## src/rtl/mips_multicycle_ctrl_if.sv

```systemverilog
// Memory-port handshake between the multicycle control FSM and the shared
// instruction/data memory.
interface mips_multicycle_ctrl_if;
    logic mem_req;
    logic mem_write;
    logic iord;
    logic mem_ready;

    modport master (output mem_req, output mem_write, output iord, input mem_ready);
    modport slave  (input mem_req, input mem_write, input iord, output mem_ready);
endinterface

```

## src/rtl/mips_multicycle_ctrl.sv

```systemverilog
// Main control FSM for the multicycle MIPS core: sequences fetch/decode/
// execute/memory/writeback and counts retired instructions.
module mips_multicycle_ctrl (
    input  logic                         clk,
    input  logic                         rst_n,
    input  logic [5:0]                   opcode,
    input  logic [5:0]                   funct,
    input  logic                         zero_flag,
    mips_multicycle_ctrl_if.master       mem,
    output logic                         ir_write,
    output logic                         pc_en,
    output logic [1:0]                   pc_src,
    output logic                         alu_src_a,
    output logic [1:0]                   alu_src_b,
    output logic [3:0]                   alu_control,
    output logic                         reg_dst,
    output logic                         mem_to_reg,
    output logic                         reg_write,
    output logic [3:0]                   state,
    output logic                         instr_done,
    output logic [31:0]                  retired
);
    typedef enum logic [3:0] {
        S_FETCH  = 4'd0,  S_DECODE = 4'd1,  S_MEMADR = 4'd2,  S_MEMRD  = 4'd3,
        S_MEMWB  = 4'd4,  S_MEMWR  = 4'd5,  S_EXEC   = 4'd6,  S_ALUWB  = 4'd7,
        S_BRANCH = 4'd8,  S_ADDIEX = 4'd9,  S_ADDIWB = 4'd10, S_JUMP   = 4'd11
    } state_t;

    localparam logic [5:0] OP_RTYPE = 6'b000000;
    localparam logic [5:0] OP_LW    = 6'b100011;
    localparam logic [5:0] OP_SW    = 6'b101011;
    localparam logic [5:0] OP_BEQ   = 6'b000100;
    localparam logic [5:0] OP_ADDI  = 6'b001000;
    localparam logic [5:0] OP_J     = 6'b000010;
    localparam logic [3:0] ALU_ADD  = 4'b0010;
    localparam logic [3:0] ALU_SUB  = 4'b0110;

    state_t     state_q, next_state;
    logic [3:0] exec_alu;
    logic       funct_known;
    logic       mem_req_c, mem_write_c, iord_c;

    always_comb begin
        funct_known = 1'b1;
        case (funct)
            6'b100000: exec_alu = 4'b0010;
            6'b100010: exec_alu = 4'b0110;
            6'b100100: exec_alu = 4'b0000;
            6'b100101: exec_alu = 4'b0001;
            6'b100110: exec_alu = 4'b0011;
            6'b100111: exec_alu = 4'b0100;
            6'b101010: exec_alu = 4'b0111;
            6'b000000: exec_alu = 4'b1000;
            6'b000010: exec_alu = 4'b1001;
            6'b000011: exec_alu = 4'b1010;
            6'b000100: exec_alu = 4'b1011;
            6'b000110: exec_alu = 4'b1100;
            6'b000111: exec_alu = 4'b1101;
            default: begin
                exec_alu    = ALU_ADD;
                funct_known = 1'b0;
            end
        endcase
    end

    always_comb begin
        next_state  = S_FETCH;
        mem_req_c   = 1'b0;
        mem_write_c = 1'b0;
        iord_c      = 1'b0;
        ir_write    = 1'b0;
        pc_en       = 1'b0;
        pc_src      = 2'b00;
        alu_src_a   = 1'b0;
        alu_src_b   = 2'b00;
        alu_control = ALU_ADD;
        reg_dst     = 1'b0;
        mem_to_reg  = 1'b0;
        reg_write   = 1'b0;
        instr_done  = 1'b0;
        case (state_q)
            S_FETCH: begin
                mem_req_c = 1'b1;
                alu_src_b = 2'b01;
                if (mem.mem_ready) begin
                    ir_write   = 1'b1;
                    pc_en      = 1'b1;
                    next_state = S_DECODE;
                end else begin
                    next_state = S_FETCH;
                end
            end
            S_DECODE: begin
                alu_src_b = 2'b11;
                case (opcode)
                    OP_LW, OP_SW: next_state = S_MEMADR;
                    OP_RTYPE:     next_state = S_EXEC;
                    OP_BEQ:       next_state = S_BRANCH;
                    OP_ADDI:      next_state = S_ADDIEX;
                    OP_J:         next_state = S_JUMP;
                    default:      instr_done = 1'b1;
                endcase
            end
            S_MEMADR: begin
                alu_src_a  = 1'b1;
                alu_src_b  = 2'b10;
                next_state = (opcode == OP_SW) ? S_MEMWR : S_MEMRD;
            end
            S_MEMRD: begin
                mem_req_c  = 1'b1;
                iord_c     = 1'b1;
                next_state = mem.mem_ready ? S_MEMWB : S_MEMRD;
            end
            S_MEMWB: begin
                reg_write  = 1'b1;
                mem_to_reg = 1'b1;
                instr_done = 1'b1;
            end
            S_MEMWR: begin
                mem_req_c   = 1'b1;
                mem_write_c = 1'b1;
                iord_c      = 1'b1;
                instr_done  = mem.mem_ready;
                next_state  = mem.mem_ready ? S_FETCH : S_MEMWR;
            end
            S_EXEC: begin
                alu_src_a   = 1'b1;
                alu_control = exec_alu;
                next_state  = S_ALUWB;
            end
            S_ALUWB: begin
                // funct is held by the IR, so an unknown funct still retires but writes nothing
                reg_write  = funct_known;
                reg_dst    = 1'b1;
                instr_done = 1'b1;
            end
            S_BRANCH: begin
                alu_src_a   = 1'b1;
                alu_control = ALU_SUB;
                pc_src      = 2'b01;
                pc_en       = zero_flag;
                instr_done  = 1'b1;
            end
            S_ADDIEX: begin
                alu_src_a  = 1'b1;
                alu_src_b  = 2'b10;
                next_state = S_ADDIWB;
            end
            S_ADDIWB: begin
                reg_write  = 1'b1;
                instr_done = 1'b1;
            end
            S_JUMP: begin
                pc_src     = 2'b10;
                pc_en      = 1'b1;
                instr_done = 1'b1;
            end
            default: next_state = S_FETCH;
        endcase
        // Reset holds state at FETCH, so only the enables need suppressing
        if (!rst_n) begin
            mem_req_c   = 1'b0;
            mem_write_c = 1'b0;
            ir_write    = 1'b0;
            pc_en       = 1'b0;
            reg_write   = 1'b0;
            instr_done  = 1'b0;
        end
    end

    assign mem.mem_req   = mem_req_c;
    assign mem.mem_write = mem_write_c;
    assign mem.iord      = iord_c;
    assign state         = state_q;

    always_ff @(posedge clk or negedge rst_n) begin
        if (!rst_n) begin
            state_q <= S_FETCH;
            retired <= '0;
        end else begin
            state_q <= next_state;
            if (instr_done) retired <= retired + 32'd1;
        end
    end
endmodule

```

## src/flat_wrapper.sv

```systemverilog
// flat-port wrapper written by rule: the top's interface ports become plain ports
module mips_multicycle_ctrl_flat 
  (clk, rst_n, opcode, funct, zero_flag, ir_write, pc_en, pc_src, alu_src_a, alu_src_b, alu_control, reg_dst, mem_to_reg, reg_write, state, instr_done, retired, mem_mem_req, mem_mem_write, mem_iord, mem_mem_ready);
  mips_multicycle_ctrl_if mem_i ();
  input  logic clk;
  input  logic rst_n;
  input  logic [5:0] opcode;
  input  logic [5:0] funct;
  input  logic zero_flag;
  output logic ir_write;
  output logic pc_en;
  output logic [1:0] pc_src;
  output logic alu_src_a;
  output logic [1:0] alu_src_b;
  output logic [3:0] alu_control;
  output logic reg_dst;
  output logic mem_to_reg;
  output logic reg_write;
  output logic [3:0] state;
  output logic instr_done;
  output logic [31:0] retired;
  output wire logic [$bits(mem_i.mem_req)-1:0] mem_mem_req;
  output wire logic [$bits(mem_i.mem_write)-1:0] mem_mem_write;
  output wire logic [$bits(mem_i.iord)-1:0] mem_iord;
  input wire logic [$bits(mem_i.mem_ready)-1:0] mem_mem_ready;
  assign mem_mem_req = mem_i.mem_req;
  assign mem_mem_write = mem_i.mem_write;
  assign mem_iord = mem_i.iord;
  assign mem_i.mem_ready = mem_mem_ready;
  mips_multicycle_ctrl u_core (.clk(clk), .rst_n(rst_n), .opcode(opcode), .funct(funct), .zero_flag(zero_flag), .mem(mem_i), .ir_write(ir_write), .pc_en(pc_en), .pc_src(pc_src), .alu_src_a(alu_src_a), .alu_src_b(alu_src_b), .alu_control(alu_control), .reg_dst(reg_dst), .mem_to_reg(mem_to_reg), .reg_write(reg_write), .state(state), .instr_done(instr_done), .retired(retired));
endmodule
```

## config.mk

```make
export PLATFORM = sky130hd
export DESIGN_NAME = mips_multicycle_ctrl_flat
export DESIGN_NICKNAME = d
export VERILOG_FILES = /design/src/rtl/mips_multicycle_ctrl_if.sv /design/src/rtl/mips_multicycle_ctrl.sv /design/src/flat_wrapper.sv
export SDC_FILE = /design/constraint.sdc
export NUM_CORES = 1
export LEC_CHECK = 0
export BUFFER_PORTS_ARGS = -buffer_cell sky130_fd_sc_hd__buf_2
export CAP_MARGIN = 5
export CORE_MARGIN = 2
export CORE_UTILIZATION = 50
export CTS_CLUSTER_DIAMETER = 150
export CTS_CLUSTER_SIZE = 40
export DETAILED_ROUTE_END_ITERATION = 8
export PLACE_DENSITY = 0.84
export SLEW_MARGIN = 20
export SYNTH_ARGS = -nofsm -noshare
export SYNTH_HDL_FRONTEND = slang
export SYNTH_SLANG_ARGS = --single-unit
```

## constraint.sdc

```tcl
create_clock -name clk -period 4.16 [get_ports clk]
set_clock_uncertainty 0.2 [all_clocks]
set_input_delay 0.208 -clock clk [delete_from_list [all_inputs] [get_ports clk]]
set_output_delay 0.208 -clock clk [all_outputs]
set_load 0.01 [all_outputs]
```

# Word level (Yosys, flattened, before mapping)
# Cells that the tools add are included.
# totals
ff_bits	36
in_bits	16
# classes
n_addsub	1
eq_ne	28
muxes	29
n_reduce_logical	12
# ops
op	count
== test 6 bit (second input constant)	9
one-hot mux 4 bit (12 select lines)	1
adder 32 x 1 -> 32 bit (second input constant)	1
one-hot mux 4 bit (7 select lines)	1
== test 6 x 3 -> 1 bit (second input constant)	4
one-hot mux 4 bit (5 select lines)	1
== test 6 x 2 -> 1 bit (second input constant)	3
2-to-1 mux 1 bit	17
== test 4 x 3 -> 1 bit (second input constant)	4
== test 4 bit (second input constant)	4
OR reduction 13 bit	1
zero test 6 bit	2
2-to-1 mux 3 bit	3
== test 4 x 2 -> 1 bit (second input constant)	2
one-hot mux 4 bit (2 select lines)	1
OR reduction 2 bit	4
== test 6 x 4 -> 1 bit (second input constant)	1
one-hot mux 1 bit (3 select lines)	2
one-hot mux 2 bit (3 select lines)	1
OR reduction 6 bit	1
OR reduction 5 bit	1
== test 4 x 1 -> 1 bit (second input constant)	1
zero test 4 bit	1
one-hot mux 2 bit (2 select lines)	1
3 further kinds	3

# Longest topological paths before layout
# Gate-level depths: netlist of run 1.
# logic_depth
depth_word	5
depth_mapped	8

# Worst setup path before layout of run 1
# Ideal clock, no wire load.
# synth_timing
path_kind	register to register
from	reg u_core.state_q[1], in the netlist u_core.state[1]
to	reg u_core.retired[22]
setup_time_ps	79
arrival_time_ps	1732
t_required_ps	3881
path_slack_ps	2149
path_stages_with_launch	8
n_path_buf	2
synth_period_minus_slack_ps	2011
cell_sequence	dfrtp_1 -> buf_2 -> nor3b_1 -> o311a_1 -> a32oi_2 -> buf_4 -> nor4_1 -> xor2_1
# synth_via
elab_chain_cells	4
elab_cells_between_ends	10
cone_classes	eq/ne (7); mux (2); reduce/logical (1)
# synth_rtl
item	line_no	rtl
start, declared	mips_multicycle_ctrl.sv:38	state_t state_q, next_state;
start signal, assigned	mips_multicycle_ctrl.sv:181	state_q <= next_state;
== test 4 x 3 -> 1 bit or == test 4 bit (tied branches)	mips_multicycle_ctrl.sv:81	case (state_q)
OR reduction 5 bit (no line)	n/a	
one-hot mux 1 bit (3 select lines) (*)	mips_multicycle_ctrl.sv:81	
2-to-1 mux 1 bit (*)	mips_multicycle_ctrl.sv:161	if (!rst_n) begin
end signal, assigned	mips_multicycle_ctrl.sv:182	if (instr_done) retired <= retired + 32'd1;
end, declared	mips_multicycle_ctrl.sv:21	output logic [31:0] retired
# Mark *: on every way between the ends. The rest lies on a longest branch, timed or not.
# A chain may end at the register's enable or synchronous reset.

# Worst setup path after layout of run 1
# layout_timing
from	reg u_core.state_q[1], in the netlist u_core.state[1]
to	out instr_done
# layout_via
elab_chain_cells	4
elab_cells_between_ends	10
cone_classes	eq/ne (7); mux (2); reduce/logical (1)
# layout_rtl
item	line_no	rtl
== test 4 x 3 -> 1 bit or == test 4 bit (tied branches)	mips_multicycle_ctrl.sv:81	
OR reduction 5 bit (no line)	n/a	
one-hot mux 1 bit (3 select lines) (*)	mips_multicycle_ctrl.sv:81	
2-to-1 mux 1 bit (*)	mips_multicycle_ctrl.sv:161	
end, declared	flat_wrapper.sv:20	output logic instr_done;
# Marked as above.

==> results by group, run 1 <==
Run status
  • Status: complete, no violations

Detailed routing
  • Wirelength, routed: 5.17 mm
  • # DRC: 0
  • Via count: 2094
  • Drt wl/cell: 14.1 um
  • Drt first-iter violations: 125
  • DR pass1 iterations: 4
  • Vias per inst: 5.69
  • Post-DRT Antenna Nets: 0

Clock tree
  • # resized after CTS: 0
  • CTS tree: done
  • Clock tree root driver cell: clkbuf_8
  • Longest Clk Path Bufs: 2
  • CTS buffer count: 5
  • Post-CTS setup buffers: 0
  • Worst-path clk slew: 70 ps
  • Htree depth: 2
  • Clk sink count: 36
  • Worst-skew pair later-pin latency: 290 ps
  • # hold bufs at CTS: 1

GRT
  • First-pass GRT wire length: 8.88 mm
  • Initial antenna violation count: 0
  • Total gr overflow: 0
  • Tot GR Track Use: 0.219
  • Largest net degree at the start of global routing: 36
  • Vias in the first global route: 1925

Worst setup path
  • CP startpoint: u_core.state[1]
  • Crit path max fanout: 23
  • Crit path required time: 3750 ps
  • Worst EP arrival: 2650 ps
  • Reg-to-reg startpoint: u_core.state[1]
  • Critical Path Source Type: flop
  • Setup crit end kind: output port
  • Critical path class: reg2out

STA
  • Worst Tran Pin Value: 748 ps
  • Tmin final: 3060 ps
  • Final setup vio count: 0
  • Fmax: 327 MHz
  • RSZ-0062 raised after global routing: false
  • Fin Setup TNS: 0 ps
  • Final WS setup: 1100 ps
  • Fin crit share: 0.735
  • Slew headroom: 0.500
  • Hold Vio Cnt, Final: 0
  • Slew Limit Fails: 0

Floorplan
  • # rows: 24
  • Core Footprint: 0.00432 mm2
  • Die H: 70.8 um
  • Die W: 70.8 um
  • I/O Pins: 70
  • Die Area: 0.00501 mm2
  • Starting Density: 0.516

Cells and area
  • Layout cells sized above 1: 0.263
  • Most frequent cells in the layout: 69 x buf_2, 36 x dfrtp_1, 25 x xnor2_1
  • Nets: 332
  • Leading cell type in the layout, fill and taps excluded: buf_2
  • Syn-to-layout area delta: 21.3%
  • Fill cells: 380
  • Core Util, Final: 0.626
  • Ant diodes: 0

Synthesis
  • Distinct cells, synth: 43
  • Avg Cell Area, Syn: 8.86 um2
  • Cells after Synth: 252
  • EDFF count, synth: 0
  • Post-synthesis register bit count: 36
  • FFs w/ async S/R, synth: 1.00
  • Synth warnings: 0
  • Main synth FF type: dfrtp_1
  • Seq/Total Area, Yosys: 0.404
  • Syn nets: 269
  • Mapped Area: 0.00223 mm2

Hold path
  • Min-delay worst type: in2async

Placed design
  • Placer Congestion: 0.818
  • Port bufs: 69
  • Pre-CTS setup slack: 1390 ps
  • HPWL after detailed placement: 3.79 mm

Pwr
  • Power Density: 429 mW/mm2
  • Leakage: 0.00133 uW
  • Peak supply drop: 0.000332 V

Run
  • Max-cap check violation count: 0
==> worst max-delay path: stages (launching register included) <==
cell and delay, ps:
dfrtp_1 760, nor2b_1 240, o21ai_0 160, a32oi_2 600, inv_2 330, buf_2 240
==> stage by stage <==
| stage | total power, uW | hold slack (ps) | std cells | cell area, um2 |
|---|---|---|---|---|
| 3_3_place_gp | 817 | -155 | 359 | 2570 |
| 2_1_floorplan | 729 | -288 | 252 | 2230 |
| 3_5_place_dp | 828 | -156 | 359 | 2570 |
| 6_report | 1160 | 60.1 | 368 | 2710 |
| 4_1_cts | 1170 | 72.3 | 368 | 2710 |
| 5_1_grt | 1240 | 96.2 | 368 | 2710 |
==> worst paths after layout <==
| path | end | slack, ps | depth (start not counted) |
|---|---|---|---|
| worst max-delay path | instr_done | 1100 | 5 |
| worst min-delay path | u_core.state[1] | 60 | 2 |
| worst max register to register | u_core.retired[24] | 1340 | 6 |
| worst min register to register | u_core.retired[31] | 270 | 1 |
| max in group asynchronous | u_core.retired[14] | 3050 | 3 |
| min in group clk | u_core.state[3] | 110 | 4 |
==> flip-flops by register name (all words and copies together), names as in the netlist <==
| name | count |
|---|---|
| u_core.retired | 32 |
| u_core.state | 4 |
==> cells by family (layout without fill, tap and decap cells) <==
kind of cell               Yosys count  after routing  share of synthesized area
buffers and inverters               20             84                     0.0437
adders and majority gates            1              1                    0.00560
AOI/OAI and AO/OA                   34             34                     0.0964
muxes                                2              2                    0.00897
and+or+nand+nor                    122            122                      0.297
xor gates and xnor gates            37             37                      0.145
DFF                                 36             36                      0.404
==> synth_stat cells, drive strengths merged (3+ instances only) <==
cell	n	share of area
dfrtp	36	0.40
xnor2	25	0.098
nand2	19	0.032
nor3	17	0.038
nand4	16	0.045
nor2	16	0.027
nand3	14	0.031
xor2	12	0.047
a21oi	11	0.025
o21ai	10	0.022
buf	8	0.024
nand2b	8	0.022
clkbuf	7	0.012
nor4	7	0.020
and3	5	0.014
inv	5	0.0084
nor2b	5	0.014
and4	3	0.012
nand3b	3	0.010
==> layout make-up <==
cell class,instances,area [um2],share of cell area
Clock inverter,1,30.0,0.0111
Sequential cell,36,901,0.333
Multi-Input combinational cell,196,1230,0.456
Inverter,5,18.8,0.00693
Timing Repair Buffer,71,363,0.134
Clock buffer,7,96.3,0.0356
Tap cell,52,65.1,0.0240
==> power breakdown <==
| group | leakage [uW] | switching (uW) | total (uW) | internal (uW) |
|---|---|---|---|---|
| combinational | 0.000767 | 213 | 361 | 148 |
| sequential | 0.000494 | 79.9 | 463 | 383 |
| clock | 0.0000645 | 125 | 336 | 211 |
| total | 0.00133 | 417 | 1160 | 743 |
==> layer usage <==
| layer | vias to the layer above | wire length [um] | global-route usage |
|---|---|---|---|
| met2 | 64 | 2440 | 0.337 |
| li1 | 1027 | - | - |
| met3 | 6 | 281 | 0.0484 |
| met1 | 997 | 2380 | 0.306 |
| met4 | 0 | 69 | 0.0818 |
| met5 | - | 0 | 0 |
Note: power is estimated with default switching activity, not from simulation.
==> run 2, diff against run 1 <==
CORE_UTILIZATION = 46   (was 50)
PLACE_DENSITY = 0.82   (was 0.84)
clock period = 2.7 ns   (was 4.16 ns; I/O delays follow)
==> run 2 against run 1 <==
Net effect:
- global-route usage is 0.94 points lower
- total power grew 46%
- register-to-register slack got worse by 990 ps
- critical path depth unchanged
- final cell count is 1.9% higher
- non-clock buffer count is 5 higher
- final area rose by 0.23%
- via count increased by 1.8%
- sequential cell count stayed put
- largest cell class unchanged
==> results by group, run 2 (synthesis results as in run 1) <==
Run status
  • Status: complete, no violations

GRT
  • Largest net degree at the start of global routing: 40 (+11%)
  • Tot GR Track Use: 0.210 (-0.00944)
  • Vias in the first global route: 1890 (-1.8%)
  • Total gr overflow: 0 (unchanged)
  • Initial antenna violation count: 0 (unchanged)
  • First-pass GRT wire length: 8.87 mm (about the same)

Worst setup path
  • Critical path class: reg2out
  • Crit path required time: 2370 ps (-1380 ps)
  • Worst EP arrival: 2130 ps (-520 ps)
  • Reg2reg path depth: 6 (unchanged)
  • Critical Path Source Type: flop
  • Setup crit end kind: output port
  • Crit path max fanout: 23 (unchanged)

Cells and area
  • Most frequent cells in the layout: 69 x buf_2, 36 x dfrtp_1, 25 x xnor2_1
  • Syn-to-layout area delta: 21.6%
  • Core Util, Final: 0.578 (-0.0478)
  • Nets: 337 (+1.5%)
  • Register with the most flip-flops: u_core.retired
  • Leading cell type in the layout, fill and taps excluded: buf_2
  • Max reg flops: 32 (unchanged)
  • Ant diodes: 0 (unchanged)
  • Layout cells sized above 1: 0.265 (+0.00214)
  • Non-Filler Cell Area, Final: 0.00271 mm2 (+0.23%)

Pwr
  • Peak supply drop: 0.000386 V (+16%)
  • Int Power: 1050 uW (+42%)
  • Net switching power: 639 uW (+53%)
  • Leakage: 0.00133 uW (+0.30%)
  • Power Density: 623 mW/mm2 (+45%)
  • Clock power frac: 0.229 (-0.061)
  • Seq pwr share: 0.403 (+0.004)
  • Switching share of total power: 0.378 (+0.0182)
  • Comb power frac: 0.368 (+0.057)
  • Overall Power: 1690 uW (+46%)

Clock tree
  • Clock tree root driver cell: clkbuf_8
  • Longest Clk Path Bufs: 2 (unchanged)
  • Htree depth: 2 (unchanged)
  • Worst-skew pair later-pin latency: 290 ps (about the same)
  • CTS buffer count: 5 (unchanged)
  • Worst-path clk slew: 70 ps (about the same)
  • CTS tree: done
  • Clk sink count: 36 (unchanged)

Detailed routing
  • # DRC: 0 (unchanged)
  • Via count: 2132 (+1.8%)
  • Vias per inst: 5.69 (about the same)
  • DR pass1 iterations: 4 (unchanged)
  • Post-DRT Antenna Nets: 0 (unchanged)
  • Wirelength, routed: 5.40 mm (+4.5%)
  • Drt first-iter violations: 177 (+42%)
  • Drt wl/cell: 14.4 um (+2.5%)

STA
  • Worst Tran Pin Value: 794 ps (+46.4 ps)
  • Hold Vio Cnt, Final: 0 (unchanged)
  • RSZ-0062 raised after global routing: false
  • Slew headroom: 0.469 (-0.0311)
  • Tmin final: 2470 ps
  • Fin crit share: 0.915
  • Final setup vio count: 0 (unchanged)
  • Fmax: 405 MHz
  • Slew Limit Fails: 0 (unchanged)
  • Fin Setup TNS: 0 ps (unchanged)

Placed design
  • Port bufs: 69 (unchanged)
  • Dpl cell area: 0.00260 mm2 (+1.3%)
  • HPWL after detailed placement: 3.88 mm (+2.3%)
  • Placer Congestion: 0.904 (+11%)

Floorplan
  • Starting Density: 0.476 (-0.0405)
  • Die H: 73.7 um (+4.0%)
  • Die W: 73.7 um (+4.0%)
  • Core Footprint: 0.00469 mm2 (+8.5%)
  • # rows: 25 (+4.2%)
  • Die Area: 0.00543 mm2 (+8.2%)
  • I/O Pins: 70 (unchanged)

Hold path
  • Hold path cells: 4
  • Min-delay worst type: in2reg

Run
  • Max-cap check violation count: 0 (unchanged)
-- run 2: timing repair --
action,4_1_cts,5_1_grt
resized for setup,0,0
setup buffers,0,0
hold buffers,2,0
hold endpoints to repair,37,0
-- run 2: power groups by stage --
stage | combinational [uW] | sequential [uW] | clock [uW]
floorplan | 446 | 678 | 0
global placement | 606 | 687 | 0
detailed placement | 617 | 690 | 0
CTS | 622 | 681 | 399
global route | 688 | 695 | 423
finish | 622 | 682 | 387
-- run 2: worst paths after layout --
path | startpoint | to | slack, ps
max | u_core.state[2] | instr_done | 230
min | opcode[5] | u_core.state[3] | 40
max reg2reg | u_core.state[2] | u_core.retired[12] | 350
min reg2reg | u_core.retired[31] | u_core.retired[31] | 270
max in group asynchronous | rst_n | u_core.retired[4] | 1700
min in group asynchronous | rst_n | u_core.retired[31] | 260
-- run 2: layout make-up --
class | count | area, um2
Clock buffer | 8 | 90.1
Fill cell | 423 | 1980
Inverter | 5 | 18.8
Multi-Input combinational cell | 196 | 1230
Sequential cell | 36 | 901
Tap cell | 54 | 67.6
Timing Repair Buffer | 76 | 403
-- run 2: critical path, stage by stage, from the launching register on --
cell and delay, ps:
dfrtp_1 580, nand2b_1 250, o21ai_0 290, a32oi_2 170, inv_2 340, buf_2 210
-- run 2: stage by stage --
step	std cells	setup WS, ps	hold slack, ps
after CTS	375	246	27.9
after detailed placement	365	382	29.7
after global placement	365	454	26.9
final	375	230	36.0
after floorplan	252	689	-361
after global routing	375	97.9	92.1
-- run 2: per-layer routing --
layer,global-route usage,share of wire,wire length [um],vias up
met2,0.337,0.48,2610,80
met5,0,0,0,-
met4,0.0727,0.014,78,0
met1,0.277,0.44,2380,1008
met3,0.0494,0.061,330,7
li1,-,-,-,1037
